<file path="config.mk">
export PLATFORM = sky130hd
export DESIGN_NAME = mem_arbiter_flat
export DESIGN_NICKNAME = d
export VERILOG_FILES = /design/src/rtl/cpu_pkg.sv /design/src/rtl/mem_arbiter_if.sv /design/src/rtl/burst_seq.sv /design/src/rtl/mem_arbiter.sv /design/src/flat_wrapper.sv
export SDC_FILE = /design/constraint.sdc
export NUM_CORES = 1
export LEC_CHECK = 0
export CORE_MARGIN = 10
export CORE_UTILIZATION = 34
export CTS_CLUSTER_SIZE = 28
export DETAILED_ROUTE_END_ITERATION = 8
export GPL_ROUTABILITY_DRIVEN = 0
export PLACE_DENSITY = 0.92
export SYNTH_ARGS = -nofsm -noshare
export SYNTH_HDL_FRONTEND = slang
export SYNTH_SLANG_ARGS = --single-unit
</file>
<file path="constraint.sdc">
create_clock -name clk -period 2.2 [get_ports clk]
set_input_delay 0.44 -clock clk [delete_from_list [all_inputs] [get_ports clk]]
set_output_delay 0.44 -clock clk [all_outputs]
set_load 0.01 [all_outputs]
</file>
<file path="src/rtl/cpu_pkg.sv">
// Shared CPU memory-system types: arbiter state encoding and line geometry
// defaults used by the arbiter and both caches.
package cpu_pkg;

    typedef enum logic [1:0] {
        IDLE    = 2'd0,
        I_FILL  = 2'd1,
        D_FILL  = 2'd2,
        D_WRITE = 2'd3
    } arb_state_t;

    localparam int CPU_BURST_LEN = 8;
    localparam int CPU_MEM_LAT   = 4;

endpackage

</file>
<file path="src/rtl/mem_arbiter_if.sv">
// Main-memory port bundle: the arbiter drives the request side (master),
// memory4c returns read data and its valid strobe (slave).
interface mem_arbiter_if #(
    parameter int ADDR_W = 16,
    parameter int DATA_W = 16
);
    logic              mem_en;
    logic              mem_wr;
    logic [ADDR_W-1:0] mem_addr;
    logic [DATA_W-1:0] mem_wdata;
    logic [DATA_W-1:0] mem_rdata;
    logic              mem_valid;

    modport master (
        output mem_en, mem_wr, mem_addr, mem_wdata,
        input  mem_rdata, mem_valid
    );

    modport slave (
        input  mem_en, mem_wr, mem_addr, mem_wdata,
        output mem_rdata, mem_valid
    );
endinterface

</file>
<file path="src/rtl/burst_seq.sv">
// Line-fill sequencer shared by both fill states: latches the line base and
// counts issued and returned words.
module burst_seq #(
    parameter int ADDR_W    = 16,
    parameter int BURST_LEN = 8
) (
    input  logic                         clk,
    input  logic                         rst_n,
    input  logic                         start,
    input  logic [ADDR_W-1:0]            start_addr,
    input  logic                         issue_step,
    input  logic                         ret_step,
    output logic                         issue,
    output logic [ADDR_W-1:0]            addr,
    output logic [$clog2(BURST_LEN)-1:0] ret_idx,
    output logic                         last,
    output logic                         full
);
    localparam int IDX_W = $clog2(BURST_LEN);
    localparam int CNT_W = IDX_W + 1;
    localparam logic [ADDR_W-1:0] LINE_MASK = ADDR_W'(2 * BURST_LEN - 1);

    logic [ADDR_W-1:0] base;
    logic [CNT_W-1:0]  issue_cnt;
    logic [CNT_W-1:0]  ret_cnt;

    always_ff @(posedge clk) begin
        if (start) base <= start_addr & ~LINE_MASK;
    end

    always_ff @(posedge clk or negedge rst_n) begin
        if (!rst_n) begin
            issue_cnt <= '0;
            ret_cnt   <= '0;
        end else if (start) begin
            issue_cnt <= '0;
            ret_cnt   <= '0;
        end else begin
            if (issue_step && issue) issue_cnt <= issue_cnt + 1'b1;
            if (ret_step)            ret_cnt   <= ret_cnt + 1'b1;
        end
    end

    // Word offset is OR-ed into the cleared low bits so the burst never carries out of the line.
    assign issue   = issue_cnt < CNT_W'(BURST_LEN);
    assign addr    = base | ADDR_W'({issue_cnt[IDX_W-1:0], 1'b0});
    assign ret_idx = ret_cnt[IDX_W-1:0];
    assign last    = ret_cnt == CNT_W'(BURST_LEN - 1);
    assign full    = ret_cnt == CNT_W'(BURST_LEN);
endmodule

</file>
<file path="src/rtl/mem_arbiter.sv">
// Shared main-memory arbiter: dcache-over-icache fixed priority, non-preemptive
// line-fill bursts and single-cycle dcache write-through stores.
module mem_arbiter
    import cpu_pkg::*;
#(
    parameter int ADDR_W    = 16,
    parameter int DATA_W    = 16,
    parameter int BURST_LEN = CPU_BURST_LEN,
    parameter int MEM_LAT   = CPU_MEM_LAT
) (
    input  logic                         clk,
    input  logic                         rst_n,
    input  logic                         i_req,
    input  logic [ADDR_W-1:0]            i_addr,
    output logic                         i_grant,
    output logic                         i_valid,
    output logic                         i_done,
    input  logic                         d_req,
    input  logic                         d_wr,
    input  logic [ADDR_W-1:0]            d_addr,
    input  logic [DATA_W-1:0]            d_wdata,
    output logic                         d_grant,
    output logic                         d_valid,
    output logic                         d_done,
    output logic [DATA_W-1:0]            rd_data,
    output logic [$clog2(BURST_LEN)-1:0] rd_idx,
    output logic                         proto_err,
    mem_arbiter_if.master                mem
);
    localparam int IDX_W = $clog2(BURST_LEN);

    if (MEM_LAT < 1 || BURST_LEN < 2 || (BURST_LEN & (BURST_LEN - 1)) != 0) begin : g_bad_params
        $error("mem_arbiter: BURST_LEN must be a power of two >= 2 and MEM_LAT >= 1");
    end

    arb_state_t        state;
    logic              in_fill, start_d_fill, start_i_fill, start_fill;
    logic [ADDR_W-1:0] start_addr, fill_addr;
    logic              issue, last, full, ret_ok, stray, fill_done;
    logic [IDX_W-1:0]  ret_idx;

    assign in_fill      = (state == I_FILL) || (state == D_FILL);
    assign start_d_fill = (state == IDLE) && d_req && !d_wr;
    assign start_i_fill = (state == IDLE) && !d_req && i_req;
    assign start_fill   = start_d_fill || start_i_fill;
    assign start_addr   = start_d_fill ? d_addr : i_addr;

    // Returns past the last word, or with no fill in progress, are dropped and flagged.
    assign ret_ok    = in_fill && mem.mem_valid && !full;
    assign stray     = mem.mem_valid && !ret_ok;
    assign fill_done = ret_ok && last;

    burst_seq #(.ADDR_W(ADDR_W), .BURST_LEN(BURST_LEN)) u_seq (
        .clk        (clk),
        .rst_n      (rst_n),
        .start      (start_fill),
        .start_addr (start_addr),
        .issue_step (in_fill),
        .ret_step   (ret_ok),
        .issue      (issue),
        .addr       (fill_addr),
        .ret_idx    (ret_idx),
        .last       (last),
        .full       (full)
    );

    always_ff @(posedge clk or negedge rst_n) begin
        if (!rst_n) begin
            state     <= IDLE;
            i_grant   <= 1'b0;
            d_grant   <= 1'b0;
            proto_err <= 1'b0;
        end else begin
            if (stray) proto_err <= 1'b1;
            case (state)
                IDLE: begin
                    if (d_req) begin
                        state   <= d_wr ? D_WRITE : D_FILL;
                        d_grant <= 1'b1;
                    end else if (i_req) begin
                        state   <= I_FILL;
                        i_grant <= 1'b1;
                    end
                end
                I_FILL, D_FILL: begin
                    if (fill_done) begin
                        state   <= IDLE;
                        i_grant <= 1'b0;
                        d_grant <= 1'b0;
                    end
                end
                D_WRITE: begin
                    state   <= IDLE;
                    d_grant <= 1'b0;
                end
                default: begin
                    state   <= IDLE;
                    i_grant <= 1'b0;
                    d_grant <= 1'b0;
                end
            endcase
        end
    end

    always_comb begin
        mem.mem_en    = 1'b0;
        mem.mem_wr    = 1'b0;
        mem.mem_addr  = '0;
        mem.mem_wdata = '0;
        if (state == D_WRITE) begin
            mem.mem_en    = 1'b1;
            mem.mem_wr    = 1'b1;
            mem.mem_addr  = d_addr;
            mem.mem_wdata = d_wdata;
        end else if (in_fill && issue) begin
            mem.mem_en   = 1'b1;
            mem.mem_addr = fill_addr;
        end
    end

    assign i_valid = (state == I_FILL) && ret_ok;
    assign d_valid = (state == D_FILL) && ret_ok;
    assign i_done  = (state == I_FILL) && fill_done;
    assign d_done  = ((state == D_FILL) && fill_done) || (state == D_WRITE);
    assign rd_idx  = ret_ok ? ret_idx : '0;
    assign rd_data = mem.mem_rdata;
endmodule
</file>
<file path="src/flat_wrapper.sv">
// flat-port wrapper written by rule: the top's interface ports become plain ports
module mem_arbiter_flat import cpu_pkg::*;
#(
    parameter int ADDR_W    = 16,
    parameter int DATA_W    = 16,
    parameter int BURST_LEN = CPU_BURST_LEN,
    parameter int MEM_LAT   = CPU_MEM_LAT
)
  (clk, rst_n, i_req, i_addr, i_grant, i_valid, i_done, d_req, d_wr, d_addr, d_wdata, d_grant, d_valid, d_done, rd_data, rd_idx, proto_err, mem_mem_en, mem_mem_wr, mem_mem_addr, mem_mem_wdata, mem_mem_rdata, mem_mem_valid);
  mem_arbiter_if #(.ADDR_W(ADDR_W), .DATA_W(DATA_W)) mem_i ();
  input  logic clk;
  input  logic rst_n;
  input  logic i_req;
  input  logic [ADDR_W-1:0] i_addr;
  output logic i_grant;
  output logic i_valid;
  output logic i_done;
  input  logic d_req;
  input  logic d_wr;
  input  logic [ADDR_W-1:0] d_addr;
  input  logic [DATA_W-1:0] d_wdata;
  output logic d_grant;
  output logic d_valid;
  output logic d_done;
  output logic [DATA_W-1:0] rd_data;
  output logic [$clog2(BURST_LEN)-1:0] rd_idx;
  output logic proto_err;
  output wire logic [$bits(mem_i.mem_en)-1:0] mem_mem_en;
  output wire logic [$bits(mem_i.mem_wr)-1:0] mem_mem_wr;
  output wire logic [$bits(mem_i.mem_addr)-1:0] mem_mem_addr;
  output wire logic [$bits(mem_i.mem_wdata)-1:0] mem_mem_wdata;
  input wire logic [$bits(mem_i.mem_rdata)-1:0] mem_mem_rdata;
  input wire logic [$bits(mem_i.mem_valid)-1:0] mem_mem_valid;
  assign mem_mem_en = mem_i.mem_en;
  assign mem_mem_wr = mem_i.mem_wr;
  assign mem_mem_addr = mem_i.mem_addr;
  assign mem_mem_wdata = mem_i.mem_wdata;
  assign mem_i.mem_rdata = mem_mem_rdata;
  assign mem_i.mem_valid = mem_mem_valid;
  mem_arbiter #(.ADDR_W(ADDR_W), .DATA_W(DATA_W), .BURST_LEN(BURST_LEN), .MEM_LAT(MEM_LAT)) u_core (.clk(clk), .rst_n(rst_n), .i_req(i_req), .i_addr(i_addr), .i_grant(i_grant), .i_valid(i_valid), .i_done(i_done), .d_req(d_req), .d_wr(d_wr), .d_addr(d_addr), .d_wdata(d_wdata), .d_grant(d_grant), .d_valid(d_valid), .d_done(d_done), .rd_data(rd_data), .rd_idx(rd_idx), .proto_err(proto_err), .mem(mem_i));
endmodule
</file>
* Yosys cells after proc, flatten, opt, wreduce, memory -nomap -nowiden
Cells that the tools add are included.
** Word-level totals
- Register bits :: 25
- Input port bits :: 70
- Output and inout port bits :: 60
- Logic and storage cells :: 72
** Operators by class
- Add/sub/neg operators :: 2
- Order comparisons :: 1
- Eq/ne operators :: 10
- Muxes and demuxes :: 23
- Bitwise gates (word level) :: 1
- Reduce and logical (&&, ||, !) cells :: 28
** Operator list (number)
- 16-bit two-way mux :: 4
- 4-bit two-way mux :: 4
- 16-bit by 4-bit bitwise OR with 16-bit output :: 1
- 1-bit logical AND :: 13
- 4-bit by 1-bit adder with 4-bit output (second input constant) :: 2
- 1-bit two-way mux :: 8
- 2-bit two-way mux :: 3
- 2-bit inequality test (second input constant) :: 3
- 2-bit one-hot mux with 3 select lines :: 1
- 2-bit nonzero test :: 3
- 2-bit == test (second input constant) :: 2
- 4-bit by 3-bit == test with 1-bit output (second input constant) :: 1
- 4-bit == test (second input constant) :: 1
- 1-bit zero test :: 4
- 4-bit less-than comparator (second input constant) :: 1
- 2-bit AND reduction :: 2
- 4-bit AND reduction :: 1
- 1-bit logical OR :: 3
- 3-bit two-way mux :: 1
- 3-bit inequality test (second input constant) :: 1
- 1-bit one-hot mux with 3 select lines :: 1
- 2-bit by 1-bit == test with 1-bit output (second input constant) :: 1
- 2-bit zero test :: 1
- 2-bit by 1-bit inequality test with 1-bit output (second input constant) :: 1
- other kinds (2) :: 2

* Depth between registers and ports, before layout
Gate-level depths: netlist (run 1).
- Word-level depth :: 7
- Gate-level depth with buffers :: 7
- Gate-level depth less buffers :: 5

* By module
From an unflattened synthesis (run 1), not the netlist that was laid out.
** Second synthesis, totals
- Cells, all modules :: 175
- Area, all modules :: 1856.8 sq um
** By module, submodules not included
- mem_arbiter :: times used 1, cells each 115, area an instance 1033.5 sq um, seq. area each 125.1 sq um
- burst_seq :: times used 1, cells each 60, area an instance 823.3 sq um, seq. area each 560.5 sq um

* Least setup slack after synthesis (run 1)
Ideal clock, no wire load.
- Path type :: register to output
- Start :: register u_core.state[0]
- End :: output mem_mem_addr[10]
- Arrival :: 1543 ps
- Required time :: 1760 ps
- Path slack :: 217 ps
- Cell stages (with the launch flop) :: 8
- Buffers on the path :: 2
- Path through :: dfrtp_1 > inv_1 > ha_1 > buf_4 > nand2b_1 > nor2_2 > buf_2 > a22o_1
** On the way
- Cells in the longest elaborated chain, start to end :: 5
- Elaborated cells between the ends (all ways) :: 7
- Classes of those cells :: eq/ne (3); mux (2); reduce/logical (2)
** Ends and longest elaborated chain
- start, declared :: RTL line mem_arbiter.sv:36 : arb_state_t state;
- start signal, assigned :: RTL line mem_arbiter.sv:78 : state <= d_wr ? D_WRITE : D_FILL;
- 2-bit by 1-bit == test with 1-bit output or 2-bit == test (tied branches) :: RTL line mem_arbiter.sv:42 : assign in_fill = (state == I_FILL) || (state == D_FILL);
- 1-bit logical OR :: RTL line mem_arbiter.sv:42
- 1-bit logical AND :: RTL line mem_arbiter.sv:115 : end else if (in_fill && issue) begin
- 16-bit two-way mux :: RTL line mem_arbiter.sv:115
- 16-bit two-way mux * :: RTL line mem_arbiter.sv:110 : if (state == D_WRITE) begin
- end, declared :: RTL line flat_wrapper.sv:30 : output wire logic [$bits(mem_i.mem_addr)-1:0] mem_mem_addr;
Mark *: on every way between the ends. The rest lies on a longest branch, timed or not.

* Worst setup path after layout (run 1)
- Start :: register u_core.state[0]
- End :: output mem_mem_addr[11]
The elaborated chain is that of the path after synthesis.

==> reports/qor.csv, run 1 <==
metric,value,unit
"EDFF count, synth",12,
initial antenna violation count,0,
final hold slack,476.4,ps
Post-Syn Area,1704,µm²
crit-path max cell delay,370,ps
WL final,5647,µm
Die H,90.80,µm
worst slew pin tran,611.3,ps
arrival time at the worst endpoint,1680,ps
htree depth,1,
chip width,90.80,µm
Startpoint Class,flip-flop,
Peak VDD IR,0.9994,mV
cell taking the most area after synthesis,edfxtp_1,
top cell type's share of synthesized area,21.15,%
clock root buffer,clkbuf_8,
Worst Hold Launch,u_core.proto_err,
# IOs,130,
Post-Route Skew,2.559,ps
RSZ-0062 raised after global routing,true,
TritonCTS clock tree,done,
DR vias/cell,4.780,
Final setup viols,0,
Non-Filler Instances,323,
top-count cell post-synth,and2_1,
Antenna Violating Nets Remaining,0,
Final Hold Fails,0,
Crit Path Class,reg -> out,
Placed Cells,318,
die area,8244,µm²
first-pass GRT wire length,8625,µm
slowest cell on the critical path,dfrtp_1,
Slew Limit Fails,0,
Final period util,96.17,%
synthesis-to-finish area growth,62.41,%
Synth top cells by count,"20 x and2_1, 17 x buf_4, 15 x a22o_1",
outcome,finished clean,
max_cap viols,0,
routed len/inst,17.48,µm
antenna cell count,0,
dpl hpwl,4386,µm
Slew headroom,59.12,%
Total GRT Usage,12.47,%
port bufs,93,
CTS clock-pin slew for the worst setup and hold paths,90,ps
asr flop ratio synth,52.00,%
required time of the critical path,1760,ps
Final Net Count,335,
CP endpoint kind,output pin,
Num Clock Sinks,25,
via count,1544,
Power Density,1063,nW/µm²
Hold WC Path Type,reg -> reg,
drt drc,0,
Longest Clk Path Bufs,2,
cell breakdown of the critical path,"inv_2, ha_4, nand2b_4, nor2_4, clkbuf_16, a22o_1, buf_2",
Synthesized Nets,241,
layout cells sized above 1,28.13,%
R2R cell count,7,
Leak,0.001317,µW
minimum clock period,2116,ps
Overflow after GRT,0,
Worst R2R Start,u_core.state[0],
Area contributors post-synth,"edfxtp_1 21%, dfrtp_1 19%, mux2_2 8.6%",
Post-CTS Setup Inserts,0,
Starting Density,35.61,%
num rows,25,
Iter 0 DRT Violations,33,
Critical Path Start,u_core.state[0],
Syn Area/Cell,10.45,µm²
r2r setup slk,550,ps
Synth Register Bits,25,
sequential element share of the synthesized area,40.23,%
FMAX,0.4726,GHz
Mapped Cells,163,
Worst Path Max Fanout,7,
total CTS buffers,3,
Synth Flop Type,dfrtp_1,
largest net degree at the start of global routing,20,
number of global-route vias before repair,1643,
core area,4786,µm²
Synth cell types,35,
YS warnings,0,
Clock Latency Late Sink,270,ps
first-pass iteration count of the detailed router,4,
Hold Path Stages,1,
cell usage in the layout, fill, tap and decap left out, types with 2 or more instances in the layout:
cell / netlist / final
clkdlybuf4s50_1: 0 / 53
and2_1: 20 / 19
dlygate4sd2_1: 0 / 16
a22o_1: 15 / 15
buf_4: 17 / 15
mux2_2: 13 / 13
dfrtp_1: 13 / 13
edfxtp_1: 12 / 12
buf_2: 2 / 11
clkbuf_2: 0 / 8
ha_1: 8 / 6
inv_1: 7 / 5
nor2_1: 6 / 5
a21oi_1: 5 / 5
nand2_1: 4 / 4
nand2b_1: 5 / 4
mux2i_1: 4 / 4
o21ai_0: 4 / 4
clkbuf_8: 0 / 3
buf_6: 1 / 3
dlymetal6s2s_1: 0 / 3
nand3b_1: 2 / 2
nor3_2: 0 / 2
inv_2: 0 / 2
xor2_1: 2 / 2
or3_1: 2 / 2
ha_4: 0 / 2
buf_8: 0 / 2
sequential cells by signal, indices dropped and copies added (netlist names):
name and count:
u_core.u_seq.issue_cnt 4, u_core.u_seq.base 12, u_core.u_seq.ret_cnt 4, u_core.proto_err 1, u_core.d_grant 1, u_core.i_grant 1
u_core.state 2
path summary, 6_finish.rpt:
kind / to
worst max-delay path: mem_mem_addr[11]
worst max register to register: u_core.u_seq.ret_cnt[0]
worst min register to register: u_core.proto_err
max in group asynchronous: u_core.i_grant
worst min-delay path: u_core.proto_err
min in group asynchronous: u_core.d_grant
per-stage QoR:
step           TNS (ps)  util [%]  power [µW]  area [µm²]  setup slack [ps]
2_1_floorplan         0         -        1624        1704             217.4
3_3_place_gp      -1812     56.63        2584        2710            -274.0
5_1_grt          -85.31     57.83        3144        2768            -21.76
4_1_cts          -219.7     57.65        2852        2759            -64.57
3_5_place_dp      -2081     56.63        2641        2710            -292.4
6_report              0     57.83        2941        2768             84.24
logic make-up after synthesis:
kind of cell    synth area share [%]
fa+ha+maj                      5.874
simple gates                   16.89
xor+xnor                       1.028
mux                            10.94
buf+inv                        11.16
compound gates                 13.88
flops                          40.24
repair_timing:
item | CTS | global route
hold buffers | 0 | 0
endpoints found under the setup margin | 40 | 25
pin swaps | 2 | 5
cloned | 0 | 1
resized for setup | 71 | 45
cell type report:
class                           count  area [µm²]
Fill cell                         417        2018
Timing Repair Buffer              113        1025
Inverter                            7       26.28
Sequential cell                    25       685.7
Multi-Input combinational cell    107       898.4
Clock inverter                      1       7.507
Clock buffer                        3       41.29
Tap cell                           67       83.83
power by group:
part	leakage, µW	internal [µW]	switching (µW)
sequential	0.000273	627	76.6
combinational	0.00102	1030	928
clock	0.0000217	128	152
worst max-delay path, delay by kind of cell (launching register included):
kind / cells / cell delay, ps
adders and majority gates: 1 / 310
buffers and inverters: 3 / 370
DFF: 1 / 370
and+or+nand+nor: 2 / 240
AOI/OAI and AO/OA: 1 / 120
layer usage:
metal / up-vias / global-route usage (%) / wire [µm]
met4: 0 / 0.7833 / 10
met2: 66 / 22.96 / 2839
li1: 747 / - / -
met1: 727 / 13.70 / 2361
met5: - / 0 / 0
met3: 4 / 4.904 / 434
Power figures use the tool's default switching activity.
==> inputs of run 2 (changes only) <==
--- a/config.mk
+++ b/config.mk
@@ -7,7 +7,7 @@
 export LEC_CHECK = 0
 export CORE_MARGIN = 10
 export CORE_UTILIZATION = 34
-export CTS_CLUSTER_SIZE = 28
+export CTS_CLUSTER_SIZE = 14
 export DETAILED_ROUTE_END_ITERATION = 8
 export GPL_ROUTABILITY_DRIVEN = 0
 export PLACE_DENSITY = 0.92
==> constraint.sdc (replaced) <==
create_clock -name clk -period 2.07 [get_ports clk]
set_input_delay 0.414 -clock clk [delete_from_list [all_inputs] [get_ports clk]]
set_output_delay 0.414 -clock clk [all_outputs]
set_load 0.01 [all_outputs]
==> run 2 against run 1 <==
  * Highest routed layer unchanged
  * Non-clock buffer count increased by 4
  * Sequential share of layout area decreased by 0.64 points
  * Setup slack got worse by 130 ps
  * Sequential power increased by 6.7%
  * First-iteration DRC count increased by 88%
  * Largest power group unchanged
  * Sequential cell count unchanged
  * Final cell count increased by 1.2%
  * Combinational power increased by 9%
  * The flow now finishes with violations (negative setup slack)
==> reports/qor.csv, run 2 (synthesized netlist as in run 1, its figures left out) <==
metric,value,unit,change
Worst Hold Launch,u_core.proto_err,,
Final period util,102.3,%,
# fillers,416,,-0.24%
crit-path max cell delay,380,ps,about the same
Clock Latency Late Sink,270,ps,about the same
required time of the critical path,1660,ps,-100 ps
post-place setup slack,-362.7,ps,-70.35 ps
port bufs,93,,unchanged
minimum clock period,2118,ps,
Regs by FF count,"u_core.u_seq.base: 12 flops, u_core.u_seq.issue_cnt: 4 flops, u_core.u_seq.ret_cnt: 4 flops",,
Worst Hold End,u_core.proto_err,,
Startpoint Class,flip-flop,,
worst slew pin tran,619.5,ps,+8.144 ps
FMAX,0.4721,GHz,
layout cells sized above 1,28.85,%,+0.72 points
outcome,"complete, but fails checks",,
r2r setup slk,380,ps,-170 ps
Starting Density,35.61,%,unchanged
dpl hpwl,4447,µm,+1.4%
final critical-path setup slack,-48.14,ps,-132.4 ps
num rows,25,,unchanged
Leak,0.001423,µW,+8.1%
largest register by flop count,u_core.u_seq.base,,
Worst Path Max Fanout,7,,unchanged
routed len/inst,17.24,µm,-1.4%
Overflow after GRT,0,,unchanged
WL final,5636,µm,-0.19%
Antenna Violating Nets Remaining,0,,unchanged
arrival time at the worst endpoint,1700,ps,+20 ps
Iter 0 DRT Violations,62,,+88%
RSZ-0062 raised after global routing,true,,
number of global-route vias before repair,1659,,+0.97%
initial antenna violation count,0,,unchanged
CTS clock-pin slew for the worst setup and hold paths,100,ps,about the same
met3 capacity usage during global routing,4.239,%,-0.67 points
Total GRT Usage,12.80,%,+0.33 points
Slew Limit Fails,0,,unchanged
failing checks,negative setup slack,,
htree depth,1,,unchanged
drt drc,0,,unchanged
Final Hold Fails,0,,unchanged
"commonest non-fill, non-tap cell in the layout",clkdlybuf4s50_1,,
first-pass GRT wire length,8866,µm,+2.8%
chip width,90.80,µm,unchanged
R2R cell count,7,,unchanged
TritonCTS clock tree,done,,
Final Core Density,59.37,%,+1.5 points
max FFs per register,12,,unchanged
Crit path buffers/inverters,3,,unchanged
M2 GR Usage,21.69,%,-1.3 points
# IOs,130,,unchanged
post-layout total power,3172,µW,+7.9%
Peak VDD IR,0.7566,mV,-24%
max_cap viols,0,,unchanged
Longest Clk Path Bufs,2,,unchanged
Crit Path Class,reg -> out,,
Final setup viols,10,,+10
die area,8244,µm²,unchanged
Slew headroom,58.57,%,-0.54 points
Hold Path Stages,1,,unchanged
slowest cell on the critical path,dfrtp_1,,
met1 global-route usage,15.48,%,+1.8 points
Num Clock Sinks,25,,unchanged
total CTS buffers,3,,unchanged
Hold WC Path Type,reg -> reg,,
largest net degree at the start of global routing,21,,+5.0%
antenna cell count,0,,unchanged
via count,1550,,+0.39%
reg2reg end,u_core.u_seq.ret_cnt[3],,
CP endpoint kind,output pin,,
cell family with most CP delay,flip-flops,,
cell breakdown of the critical path,"inv_2, ha_4, nand2b_4, nor2_4, clkbuf_16, a22o_1, buf_2",,
Power Density,1116,nW/µm²,+5.1%
core area,4786,µm²,unchanged
Final Net Count,339,,+1.2%
Post-Route Skew,8.113,ps,+5.554 ps
synthesis-to-finish area growth,66.74,%,
GR peak layer,met2,,
first-pass iteration count of the detailed router,4,,unchanged
clock root buffer,clkbuf_8,,
Worst R2R Start,u_core.state[1],,
most frequent cells in the layout,"52 x clkdlybuf4s50_1, 19 x and2_1, 18 x buf_4",,
DR vias/cell,4.740,,-0.84%
Die H,90.80,µm,unchanged
==> run 2: how the worst max path moves through the flow <==
stage | start | endpoint | slack (ps) | cells past startpoint
floorplan | u_core.state[0] | mem_mem_addr[10] | 110 | 7
global placement | mem_mem_valid | i_done | -340 | 6
detailed placement | mem_mem_valid | i_done | -360 | 6
CTS | u_core.state[0] | mem_mem_wdata[6] | -190 | 5
global route | u_core.state[1] | mem_mem_addr[7] | -160 | 7
finish | u_core.state[1] | mem_mem_addr[7] | -50 | 7
==> run 2: final cells by class <==
type | count | area [µm²] | area share, %
clock buffers | 3 | 41.29 | 1.453
repair buffers | 117 | 1109 | 39.01
well taps | 67 | 83.83 | 2.950
flip-flops and latches | 25 | 685.7 | 24.13
inverters | 7 | 26.28 | 0.9247
multi-input cells | 107 | 888.4 | 31.26
clock inverters | 1 | 7.507 | 0.2642
==> run 2: worst register-to-register path, delay by kind of cell (launching register included) <==
| family | cells | cell delay [ps] |
|---|---|---|
| buffers and inverters | 3 | 320 |
| DFF | 1 | 380 |
| and+or+nand+nor | 2 | 430 |
| AOI/OAI and AO/OA | 1 | 170 |
| adders and majority gates | 1 | 310 |
==> run 2: routing by layer <==
metal	part of all wire, %	up-vias
met1	45	725
met3	6.1	6
met4	0.51	0
met2	49	63
met5	0	-
li1	-	756
==> run 2: report_power, final <==
part | internal [µW] | switching, µW
Clock | 136 | 159
Combinational | 1150 | 972
Sequential | 666 | 84.3
Total | 1960 | 1220
==> run 2: timing repair <==
item                                    CTS  global route
endpoints found under the hold margin     0             0
gates resized for setup                  83            42
setup buffers                             0             2
cloned                                    0             1
endpoints found under the setup margin   41            40
pin swaps                                 1             7
hold buffers                              0             0
==> run 2: stage by stage <==
| step | setup TNS, ps | hold WS (ps) | instances | instance area, µm² |
|---|---|---|---|---|
| 2_1_floorplan | 0 | 118.4 | 163 | 1704 |
| 3_3_place_gp | -3935 | 451.4 | 320 | 2750 |
| 3_5_place_dp | -4482 | 461.9 | 320 | 2750 |
| 4_1_cts | -3423 | 484.0 | 324 | 2816 |
| 5_1_grt | -2244 | 522.9 | 327 | 2841 |
| 6_report | -263.2 | 481.6 | 327 | 2841 |
